===== src/rtl/mips_mc_ctrl_pkg.sv =====
// Shared opcode/funct constants, ALU operation codes and control FSM states
// for the multicycle MIPS controller.
package AluCtrlSig_pkg;

    localparam logic [5:0] ADD_op  = 6'h00;  // R-type
    localparam logic [5:0] J_op    = 6'h02;
    localparam logic [5:0] BEQ_op  = 6'h04;
    localparam logic [5:0] BNE_op  = 6'h05;
    localparam logic [5:0] ADDI_op = 6'h08;
    localparam logic [5:0] LW_op   = 6'h23;
    localparam logic [5:0] SW_op   = 6'h2B;

    localparam logic [5:0] ADD_funct = 6'h20;
    localparam logic [5:0] SUB_funct = 6'h22;
    localparam logic [5:0] AND_funct = 6'h24;
    localparam logic [5:0] OR_funct  = 6'h25;
    localparam logic [5:0] XOR_funct = 6'h26;
    localparam logic [5:0] NOR_funct = 6'h27;
    localparam logic [5:0] SLT_funct = 6'h2A;

    typedef enum logic [3:0] {
        ALU_AND = 4'd0,
        ALU_OR  = 4'd1,
        ALU_ADD = 4'd2,
        ALU_SUB = 4'd6,
        ALU_SLT = 4'd7,
        ALU_NOR = 4'd12,
        ALU_XOR = 4'd13
    } alu_op_t;

    typedef enum logic [3:0] {
        S_RST     = 4'd0,
        S_FETCH   = 4'd1,
        S_DECODE  = 4'd2,
        S_MEMADR  = 4'd3,
        S_MEMRD   = 4'd4,
        S_MEMWB   = 4'd5,
        S_MEMWR   = 4'd6,
        S_RTYPEEX = 4'd7,
        S_RTYPEWB = 4'd8,
        S_ADDIEX  = 4'd9,
        S_ADDIWB  = 4'd10,
        S_BRANCH  = 4'd11,
        S_JUMP    = 4'd12
    } ctrl_state_t;

endpackage


===== src/rtl/mips_mc_ctrl_alu_dec.sv =====
// Combinational R-type funct decoder: ALU operation plus a flag telling
// whether the funct is one the datapath supports.
module alu_dec
    import AluCtrlSig_pkg::*;
(
    input  logic [5:0] funct,
    output logic [3:0] alu_ctrl,
    output logic       valid
);

    always_comb begin
        alu_ctrl = ALU_AND;
        valid    = 1'b1;
        case (funct)
            ADD_funct: alu_ctrl = ALU_ADD;
            SUB_funct: alu_ctrl = ALU_SUB;
            AND_funct: alu_ctrl = ALU_AND;
            OR_funct:  alu_ctrl = ALU_OR;
            NOR_funct: alu_ctrl = ALU_NOR;
            SLT_funct: alu_ctrl = ALU_SLT;
            XOR_funct: alu_ctrl = ALU_XOR;
            default:   valid    = 1'b0;
        endcase
    end

endmodule


===== src/rtl/mips_mc_ctrl.sv =====
// Multicycle MIPS control FSM with memory wait states, illegal-instruction
// flagging and a retired-instruction counter.
module mips_mc_ctrl
    import AluCtrlSig_pkg::*;
#(
    parameter int unsigned CNT_W = 32
) (
    input  logic             clk,
    input  logic             rst,
    input  logic [31:0]      instr,
    input  logic             zero,
    input  logic             mem_ready,
    output logic             pcEn,
    output logic             irWrite,
    output logic             regWrite,
    output logic             memRead,
    output logic             memWrite,
    output logic             iorD,
    output logic             memToReg,
    output logic             regDst,
    output logic             aluSrcA,
    output logic [1:0]       aluSrcB,
    output logic [1:0]       pcSrc,
    output logic [3:0]       aluCtrl,
    output logic             instr_done,
    output logic             illegal,
    output logic [CNT_W-1:0] instr_cnt
);

    ctrl_state_t state;
    ctrl_state_t state_next;

    logic [5:0] opcode;
    logic [5:0] funct;
    logic [3:0] funct_alu;
    logic       funct_valid;
    logic       op_legal;
    logic       unused_instr_bits;

    assign opcode            = instr[31:26];
    assign funct             = instr[5:0];
    assign unused_instr_bits = ^instr[25:6];

    alu_dec u_alu_dec (
        .funct    (funct),
        .alu_ctrl (funct_alu),
        .valid    (funct_valid)
    );

    always_comb begin
        op_legal = 1'b0;
        case (opcode)
            LW_op, SW_op, J_op, BEQ_op, BNE_op, ADDI_op: op_legal = 1'b1;
            ADD_op:                                      op_legal = funct_valid;
            default:                                     op_legal = 1'b0;
        endcase
    end

    always_ff @(posedge clk or posedge rst) begin
        if (rst) begin
            state <= S_RST;
        end else begin
            state <= state_next;
        end
    end

    always_comb begin
        state_next = state;
        case (state)
            S_RST:     state_next = S_FETCH;
            S_FETCH:   if (mem_ready) state_next = S_DECODE;
            S_DECODE: begin
                if (!op_legal) begin
                    state_next = S_FETCH;
                end else begin
                    case (opcode)
                        LW_op, SW_op:   state_next = S_MEMADR;
                        ADD_op:         state_next = S_RTYPEEX;
                        ADDI_op:        state_next = S_ADDIEX;
                        BEQ_op, BNE_op: state_next = S_BRANCH;
                        J_op:           state_next = S_JUMP;
                        default:        state_next = S_FETCH;
                    endcase
                end
            end
            S_MEMADR:  state_next = (opcode == LW_op) ? S_MEMRD : S_MEMWR;
            S_MEMRD:   if (mem_ready) state_next = S_MEMWB;
            S_MEMWR:   if (mem_ready) state_next = S_FETCH;
            S_RTYPEEX: state_next = S_RTYPEWB;
            S_ADDIEX:  state_next = S_ADDIWB;
            S_MEMWB, S_RTYPEWB, S_ADDIWB, S_BRANCH, S_JUMP:
                       state_next = S_FETCH;
            default:   state_next = S_RST;
        endcase
    end

    // Outputs follow the state; mem_ready, zero and opcode only gate a few of them.
    always_comb begin
        pcEn       = 1'b0;
        irWrite    = 1'b0;
        regWrite   = 1'b0;
        memRead    = 1'b0;
        memWrite   = 1'b0;
        iorD       = 1'b0;
        memToReg   = 1'b0;
        regDst     = 1'b0;
        aluSrcA    = 1'b0;
        aluSrcB    = 2'b00;
        pcSrc      = 2'b00;
        aluCtrl    = '0;
        instr_done = 1'b0;
        illegal    = 1'b0;
        case (state)
            S_FETCH: begin
                memRead = 1'b1;
                aluSrcB = 2'b01;
                aluCtrl = ALU_ADD;
                irWrite = mem_ready;
                pcEn    = mem_ready;
            end
            S_DECODE: begin
                aluSrcB = 2'b11;
                aluCtrl = ALU_ADD;
                illegal = ~op_legal;
            end
            S_MEMADR, S_ADDIEX: begin
                aluSrcA = 1'b1;
                aluSrcB = 2'b10;
                aluCtrl = ALU_ADD;
            end
            S_MEMRD: begin
                memRead = 1'b1;
                iorD    = 1'b1;
            end
            S_MEMWB: begin
                regWrite   = 1'b1;
                memToReg   = 1'b1;
                instr_done = 1'b1;
            end
            S_MEMWR: begin
                memWrite   = 1'b1;
                iorD       = 1'b1;
                instr_done = mem_ready;
            end
            S_RTYPEEX: begin
                aluSrcA = 1'b1;
                aluCtrl = funct_alu;
            end
            S_RTYPEWB: begin
                regWrite   = 1'b1;
                regDst     = 1'b1;
                aluCtrl    = funct_alu;
                instr_done = 1'b1;
            end
            S_ADDIWB: begin
                regWrite   = 1'b1;
                instr_done = 1'b1;
            end
            S_BRANCH: begin
                aluSrcA    = 1'b1;
                aluCtrl    = ALU_SUB;
                pcSrc      = 2'b01;
                pcEn       = (opcode == BNE_op) ? ~zero : zero;
                instr_done = 1'b1;
            end
            S_JUMP: begin
                pcSrc      = 2'b10;
                pcEn       = 1'b1;
                instr_done = 1'b1;
            end
            default: ;
        endcase
    end

    always_ff @(posedge clk or posedge rst) begin
        if (rst) begin
            instr_cnt <= '0;
        end else if (instr_done) begin
            instr_cnt <= instr_cnt + 1'b1;
        end
    end

endmodule


===== config.mk =====
export PLATFORM = sky130hd
export DESIGN_NAME = mips_mc_ctrl
export DESIGN_NICKNAME = d
export VERILOG_FILES = /design/src/rtl/mips_mc_ctrl_pkg.sv /design/src/rtl/mips_mc_ctrl_alu_dec.sv /design/src/rtl/mips_mc_ctrl.sv
export SDC_FILE = /design/constraint.sdc
export NUM_CORES = 1
export LEC_CHECK = 0
export ABC_CLOCK_PERIOD_IN_PS = 6100
export CAP_MARGIN = 0
export CORE_MARGIN = 2
export CORE_UTILIZATION = 47
export CTS_CLUSTER_SIZE = 10
export DETAILED_ROUTE_END_ITERATION = 8
export PLACE_DENSITY_LB_ADDON = 0.15
export SLEW_MARGIN = 20
export SYNTH_ARGS = -nofsm -noshare
export SYNTH_HDL_FRONTEND = slang
export SYNTH_SLANG_ARGS = --single-unit

===== constraint.sdc =====
create_clock -name clk -period 6.1 [get_ports clk]
set_clock_uncertainty 0.15 [all_clocks]
set_input_delay 1.83 -clock clk [delete_from_list [all_inputs] [get_ports clk]]
set_output_delay 1.83 -clock clk [all_outputs]
set_load 0.01 [all_outputs]

==> Word level (Yosys, flattened, before mapping) <==
Index checks and enable logic that the tools add are counted.
{ "word_totals": {"regBits": 36, "latch_bits": 0, "mem_bits_rw": 0, "mem_bits_ro": 0, "inputBits": 36, "output_inout_bits": 51, "wordCells": 74, "n_memories": 0} }
{ "classes": {"add_sub_neg": 1, "mul": 0, "div": 0, "order_cmp": 0, "eq_ne": 28, "n_shift": 0, "n_mux": 25, "bitwise": 2, "n_reduce_logical": 16} }
{ "ops": {"columns": ["operator", "count"], "rows": [
  ["$eq 6x6->1 const B", 9],
  ["$add 32x1->32 const B", 1],
  ["$pmux 4 s8", 1],
  ["$pmux 4 s6", 1],
  ["$eq 4x4->1 const B", 5],
  ["$pmux 4 s5", 1],
  ["$eq 4x3->1 const B", 4],
  ["$mux 4", 4],
  ["$eq 6x3->1 const B", 2],
  ["$pmux 4 s3", 1],
  ["$reduce_or 2->1", 6],
  ["$reduce_or 6->1", 2],
  ["$mux 1", 11],
  ["$eq 4x2->1 const B", 2],
  ["$reduce_or 4->1", 2],
  ["$reduce_or 7->1", 1],
  ["$eq 6x2->1 const B", 1],
  ["$eq 6x4->1 const B", 1],
  ["$logic_not 6->1", 1],
  ["$ne 2x2->1 const B", 3],
  ["$pmux 2 s3", 1],
  ["$reduce_or 5->1", 1],
  ["$eq 4x1->1 const B", 1],
  ["$logic_not 4->1", 1],
  ["7 further kinds", 9]
]} }

==> Longest topological paths before layout <==
{ "depth": {"depth_word": 6, "depth_mapped": 7, "ltp_nobuf": 5} }

==> Hierarchy <==
From an unflattened synthesis, not the netlist that was laid out.
{ "unflattened": {"cells_unflattened": 238, "area_unflattened_um2": 2220.9} }
{ "by_module_without_submodules": {"columns": ["module", "instances", "cells_per_inst", "area_per_inst_um2", "seq_area_each_um2"], "rows": [
  ["mips_mc_ctrl", 1, 225, 2102.0, 900.9],
  ["alu_dec", 1, 13, 118.9, 0.0]
]} }

==> Least setup slack after synthesis <==
OpenSTA, ideal clock, no wires.
{ "synth_path": {"path_kind": "input to output", "startpoint": "input port instr[27]", "endpoint": "output port pcEn", "arrival_time_ns": 2.863, "required_time_ns": 4.120, "setup_slack_ns": 1.257, "stages": 4, "n_path_buf": 0, "path_cell_list": "or3_1 > nor3_1 > xor2_1 > a211o_1"} }
{ "synth_between": {"elab_chain_len": 3} }
{ "synth_lines": {"columns": ["element", "line", "source"], "rows": [
  ["start, declared", "mips_mc_ctrl.sv:10", "input logic [31:0] instr,"],
  ["$eq 6x3->1", "mips_mc_ctrl.sv:163", "pcEn = (opcode == BNE_op) ? ~zero : zero;"],
  ["$mux 1", "mips_mc_ctrl.sv:163", null],
  ["$pmux 1 s3", "mips_mc_ctrl.sv:113", "case (state)"],
  ["end, declared", "mips_mc_ctrl.sv:13", "output logic pcEn,"]
]} }
Every way passes these cells.

==> Worst setup path in the final report <==
{ "layout_path": {"startpoint": "input port instr[4]", "endpoint": "output port aluCtrl[1]"} }
{ "layout_between": {"elab_chain_len": 3, "elab_cells_between_ends": 8, "classes_between": "6 x eq/ne; 2 x mux"} }
{ "layout_lines": {"columns": ["element", "line", "source"], "rows": [
  ["$eq 6x6->1", "mips_mc_ctrl_alu_dec.sv:14", "case (funct)"],
  ["$pmux 4 s6 (*)", "mips_mc_ctrl_alu_dec.sv:14", null],
  ["$pmux 4 s3 (*)", "mips_mc_ctrl.sv:113", null],
  ["end, declared", "mips_mc_ctrl.sv:24", "output logic [3:0] aluCtrl,"]
]} }
Mark *: on every way between the ends. The rest lies on a longest branch, timed or not.

==> reports/metrics.sh <==
RUN_STATUS='complete, no violations'
SYNTH.NET_COUNT=281
AVGSYNTHCELLAREA_UM2=9.20
POSTSYNTHREGISTERBITS=36
CRITPATHCAPTURETYPE='primary output'
CTS_TREE='done'
NETLIST.AREA_LEADER.SHARE_PCT=40.1
NUM_VIAS=2025
DIE_X_UM=73.1
SETUP_FIX_BUFS_POST_CTS=0
VDD.IR_DROP.WORST_mV=0.222
SYNTH.TOP_CELLS.BY_AREA='sky130_fd_sc_hd__dfrtp_1 40%, sky130_fd_sc_hd__xnor2_1 8.2%, sky130_fd_sc_hd__xor2_1 5.1%'
POWER.STATIC_LEAKAGE_nW=1.28
CORE_AREA_UM2=4660
WORSTREG2REGSTART='state[0]'
GRT_UTIL_ALL_LAYERS_PCT=19.5
YOSYS.CELL_TYPES.COUNT=53
TIMING_MAX_TRANSITION_VIOLATIONS_FINAL=0
CTS_INSERTED_BUFFERS=5
CLOCK_INSERTION_DELAY_WORST_SKEW_NS=0.28
ROUTABILITYCONGESTION=0.836
DPL_WORST_SLACK_NS=0.200
LAYOUT-AREA-OVERHEAD-VS-SYNTH_PCT=36.2
SYNTHESIS.INSTANCES=244
SETUP_SLACK_NS=0.244
VIA_PER_INST=5.52
FLOORPLAN.ROWS=25
NUM_IO_PINS=87
N_FILL_CELL=400
PATH_DEPTH=7
MAX_CAP_VIOLATIONS=0
CTS_ROOT_BUF='sky130_fd_sc_hd__clkbuf_8'
NETLIST_AREA_UM2=2250
FINALSETUPVIOLCOUNT=0
SYNTH_FLOP_CELL='sky130_fd_sc_hd__dfrtp_1'
CRITPATHREQUIREDTIME_NS=4.12
ROUTE.DETAILED.WL_PER_INST_UM=13.4
YOSYSSEQAREASHARE_PCT=40.1
MAXIMUM_NET_FANOUT_ON_THE_CRITICAL_PATH=4
SYNTH-WARNING-COUNT=0
CTSLONGESTPATHBUFFERS=2
CRITICAL_PATH_CELL_SEQUENCE='clkdlybuf4s50_1 -> nand2b_1 -> a2111oi_1 -> buf_4 -> a31oi_1 -> o22ai_1 -> clkdlybuf4s50_1'
TOTAL_INSERTED_ANTENNA_CELLS=0
POST-SYNTH-TOP-AREA-CELL='sky130_fd_sc_hd__dfrtp_1'
GLOBALROUTEOVERFLOWTOTAL=0
DRC_ERRORS=0
TIMING.REG2REG.SETUP_SLACK_NS=3.78
SYNTH-EDFF-COUNT=0
FINAL_LAYOUT_SIZE_SUFFIX_GT1_SHARE_PCT=7.67
CPPEAKSTAGEDELAY_NS=0.56
REGTOREGENDPOINT='instr_cnt[31]'
CP_TOP_FAMILY='buffers and inverters'
STARTPOINT='instr[4]'
FINAL.SETUP.TNS_NS=0
PERIOD_SHARE_PCT=96.0
WIRE_LENGTH_OF_THE_FIRST_GLOBAL_ROUTING_PASS_UM=8250
INITIAL_CORE_UTIL_PCT=48.2
CP_NUM_BUF_INV=3
HOLD_DEPTH=1
UTILIZATION_PCT=65.6
TIMING.REG2REG.WORST_PATH_DEPTH=5
GRT_PASS1_VIAS=1820
SLEW_HEADROOM_PCT=61.8
NUMBER_OF_ROUTED_NETS_WITH_ANTENNA_VIOLATIONS=0
WORST_HOLD_PATH_TYPE='register to register'
TIGHTEST_SLEW_NS=0.573
FINALHOLDVIOLATIONS=0
PLACE_INST=359
HTREE_NUM_LEVELS=2
DIE_Y_UM=73.1
POWER_DENSITY_nW_PER_UM2=269
NETS=349
FINISH.CELL_COUNT_WITHOUT_FILLERS=367
PATH_CLASS='input pin to primary output'
MAX_FREQ_MHz=171
HPWL_UM=3640
DRT-TOTAL-WL_UM=4940
SYNTH_ASYNC_SR_FLOP_SHARE_PCT=100
CRIT_PATH_START_KIND='input pin'
BUFFER_PORTS.INSERTED=66
CP.ARRIVAL_NS=3.88
TIMING.CRITICAL_PATH.SLOWEST_STAGE_CELL='sky130_fd_sc_hd__clkdlybuf4s50_1'
CRIT_TOP_CELL='sky130_fd_sc_hd__clkdlybuf4s50_1'
CTS.SINK_COUNT=36
PATH_CLK_SLEW_NS=0.07
INITIALDRTVIOLATIONCOUNT=123
FLOORPLAN.DIE_AREA_UM2=5350
RSZ0062_AT_GRT='no'
CRITICAL_PATH.ENDPOINT='aluCtrl[1]'
DETAIL_ROUTE.FIRST_PASS.ITERATIONS=4
FIN_CRIT_NS=5.86
GRT_START_MAX_NET_PINS=37
ANTENNA_FOUND_INITIAL=0
FINALHOLDWORSTSLACK_NS=0.327
## worst reg2reg max path: cells and delay by family, from the launching register on
family           cells  cell delay (ns)
flip-flops           1             0.66
AO/OA/AOI/OAI        2             0.74
AND/OR/NAND/NOR      2             0.50
XOR/XNOR             1             0.17
## repair_timing
item                                   in CTS  in global routing
hold buffers                                0                  0
setup endpoints to repair                   0                  1
endpoints found under the hold margin       0                  0
resized for setup                           0                  1
## stage by stage
stage | cell area [µm²] | power, mW
floorplan | 2250 | 0.505
global placement | 2970 | 0.650
detailed placement | 2970 | 0.653
CTS | 3060 | 0.828
global route | 3060 | 0.873
finish | 3060 | 0.821
## worst min-delay path by stage
stage | startpoint | endpoint | slack, ns
3_3_place_gp | instr_cnt[31] | instr_cnt[31] | 0.32
5_1_grt | instr_cnt[31] | instr_cnt[31] | 0.36
3_5_place_dp | instr_cnt[31] | instr_cnt[31] | 0.32
4_1_cts | instr_cnt[31] | instr_cnt[31] | 0.33
2_1_floorplan | instr_cnt[31] | instr_cnt[31] | 0.36
6_report | instr_cnt[31] | instr_cnt[31] | 0.33
## kinds of logic (layout without fill, tap and decap cells)
group | count (synthesis) | count (layout) | synth area share (%)
xor+xnor | 34 | 34 | 13.3
compound gates | 39 | 39 | 11.9
flops | 36 | 36 | 40.1
mux | 3 | 3 | 1.39
fa+ha+maj | 1 | 1 | 0.557
buf+inv | 18 | 87 | 3.34
simple gates | 113 | 113 | 29.5
## cell usage after synthesis, types with 2 or more instances
cell	number
sky130_fd_sc_hd__dfrtp_1	36
sky130_fd_sc_hd__nand2_1	21
sky130_fd_sc_hd__xnor2_1	21
sky130_fd_sc_hd__nand3_1	15
sky130_fd_sc_hd__nor2_1	15
sky130_fd_sc_hd__nor3_1	14
sky130_fd_sc_hd__xor2_1	13
sky130_fd_sc_hd__clkbuf_1	8
sky130_fd_sc_hd__inv_1	8
sky130_fd_sc_hd__nand4_1	7
sky130_fd_sc_hd__o21ai_0	7
sky130_fd_sc_hd__nor2b_1	6
sky130_fd_sc_hd__a21oi_1	5
sky130_fd_sc_hd__a31oi_1	5
sky130_fd_sc_hd__and3_1	5
sky130_fd_sc_hd__nand2b_1	5
sky130_fd_sc_hd__and2_1	4
sky130_fd_sc_hd__nor4b_1	3
sky130_fd_sc_hd__o22ai_1	3
sky130_fd_sc_hd__a2111oi_0	2
sky130_fd_sc_hd__a211oi_1	2
sky130_fd_sc_hd__and3b_1	2
sky130_fd_sc_hd__mux2i_1	2
sky130_fd_sc_hd__nor4_2	2
sky130_fd_sc_hd__o211ai_1	2
sky130_fd_sc_hd__o21a_1	2
sky130_fd_sc_hd__o21ai_1	2
sky130_fd_sc_hd__or3_1	2
## per-layer routing
layer / up-vias / GRT usage (%) / routed length (µm)
met3: 7 / 4.01 / 180
met1: 986 / 27.9 / 2360
met2: 33 / 29.9 / 2350
met5: - / 0 / 0
met4: 0 / 5.14 / 51
li1: 999 / - / -
## layout make-up
type / count / area, µm² / share of cell area, %
clock buffers: 8 / 90.1 / 2.95
inverters: 8 / 30.0 / 0.982
multi-input cells: 190 / 1270 / 41.6
flip-flops and latches: 36 / 901 / 29.5
well taps: 54 / 67.6 / 2.21
repair buffers: 71 / 698 / 22.8
## registers in the layout, indices dropped and copies added (netlist names)
register and cells:
state 4, instr_cnt 32
## cells in the final DEF (no fill, tap or decap), drive strengths merged, types with 2 or more instances in the layout
cell and n:
or3 2, nand4 8, xor2 13, and3 5, and3b 2, nand2 21
nor3b 2, nor4b 4, nor2b 6, nor2 15, o21ai 10, nor4 3
and2 6, inv 8, o21a 2, nor3 14, a2111oi 2, clkdlybuf4s50 66
mux2i 2, a21oi 5, o22ai 3, o211ai 2, a31oi 5, a21boi 2
buf 5, clkbuf 8, a211oi 3, nand3 15, dfrtp 36, nand2b 6
xnor2 21
## power by group
part	switching, mW	total [mW]	leakage (nW)	internal, mW
logic	0.146	0.324	0.754	0.177
registers	0.0617	0.323	0.482	0.261
clock network	0.0828	0.175	0.0455	0.0921
total	0.291	0.821	1.28	0.530
(Power assumes the default switching activity.)
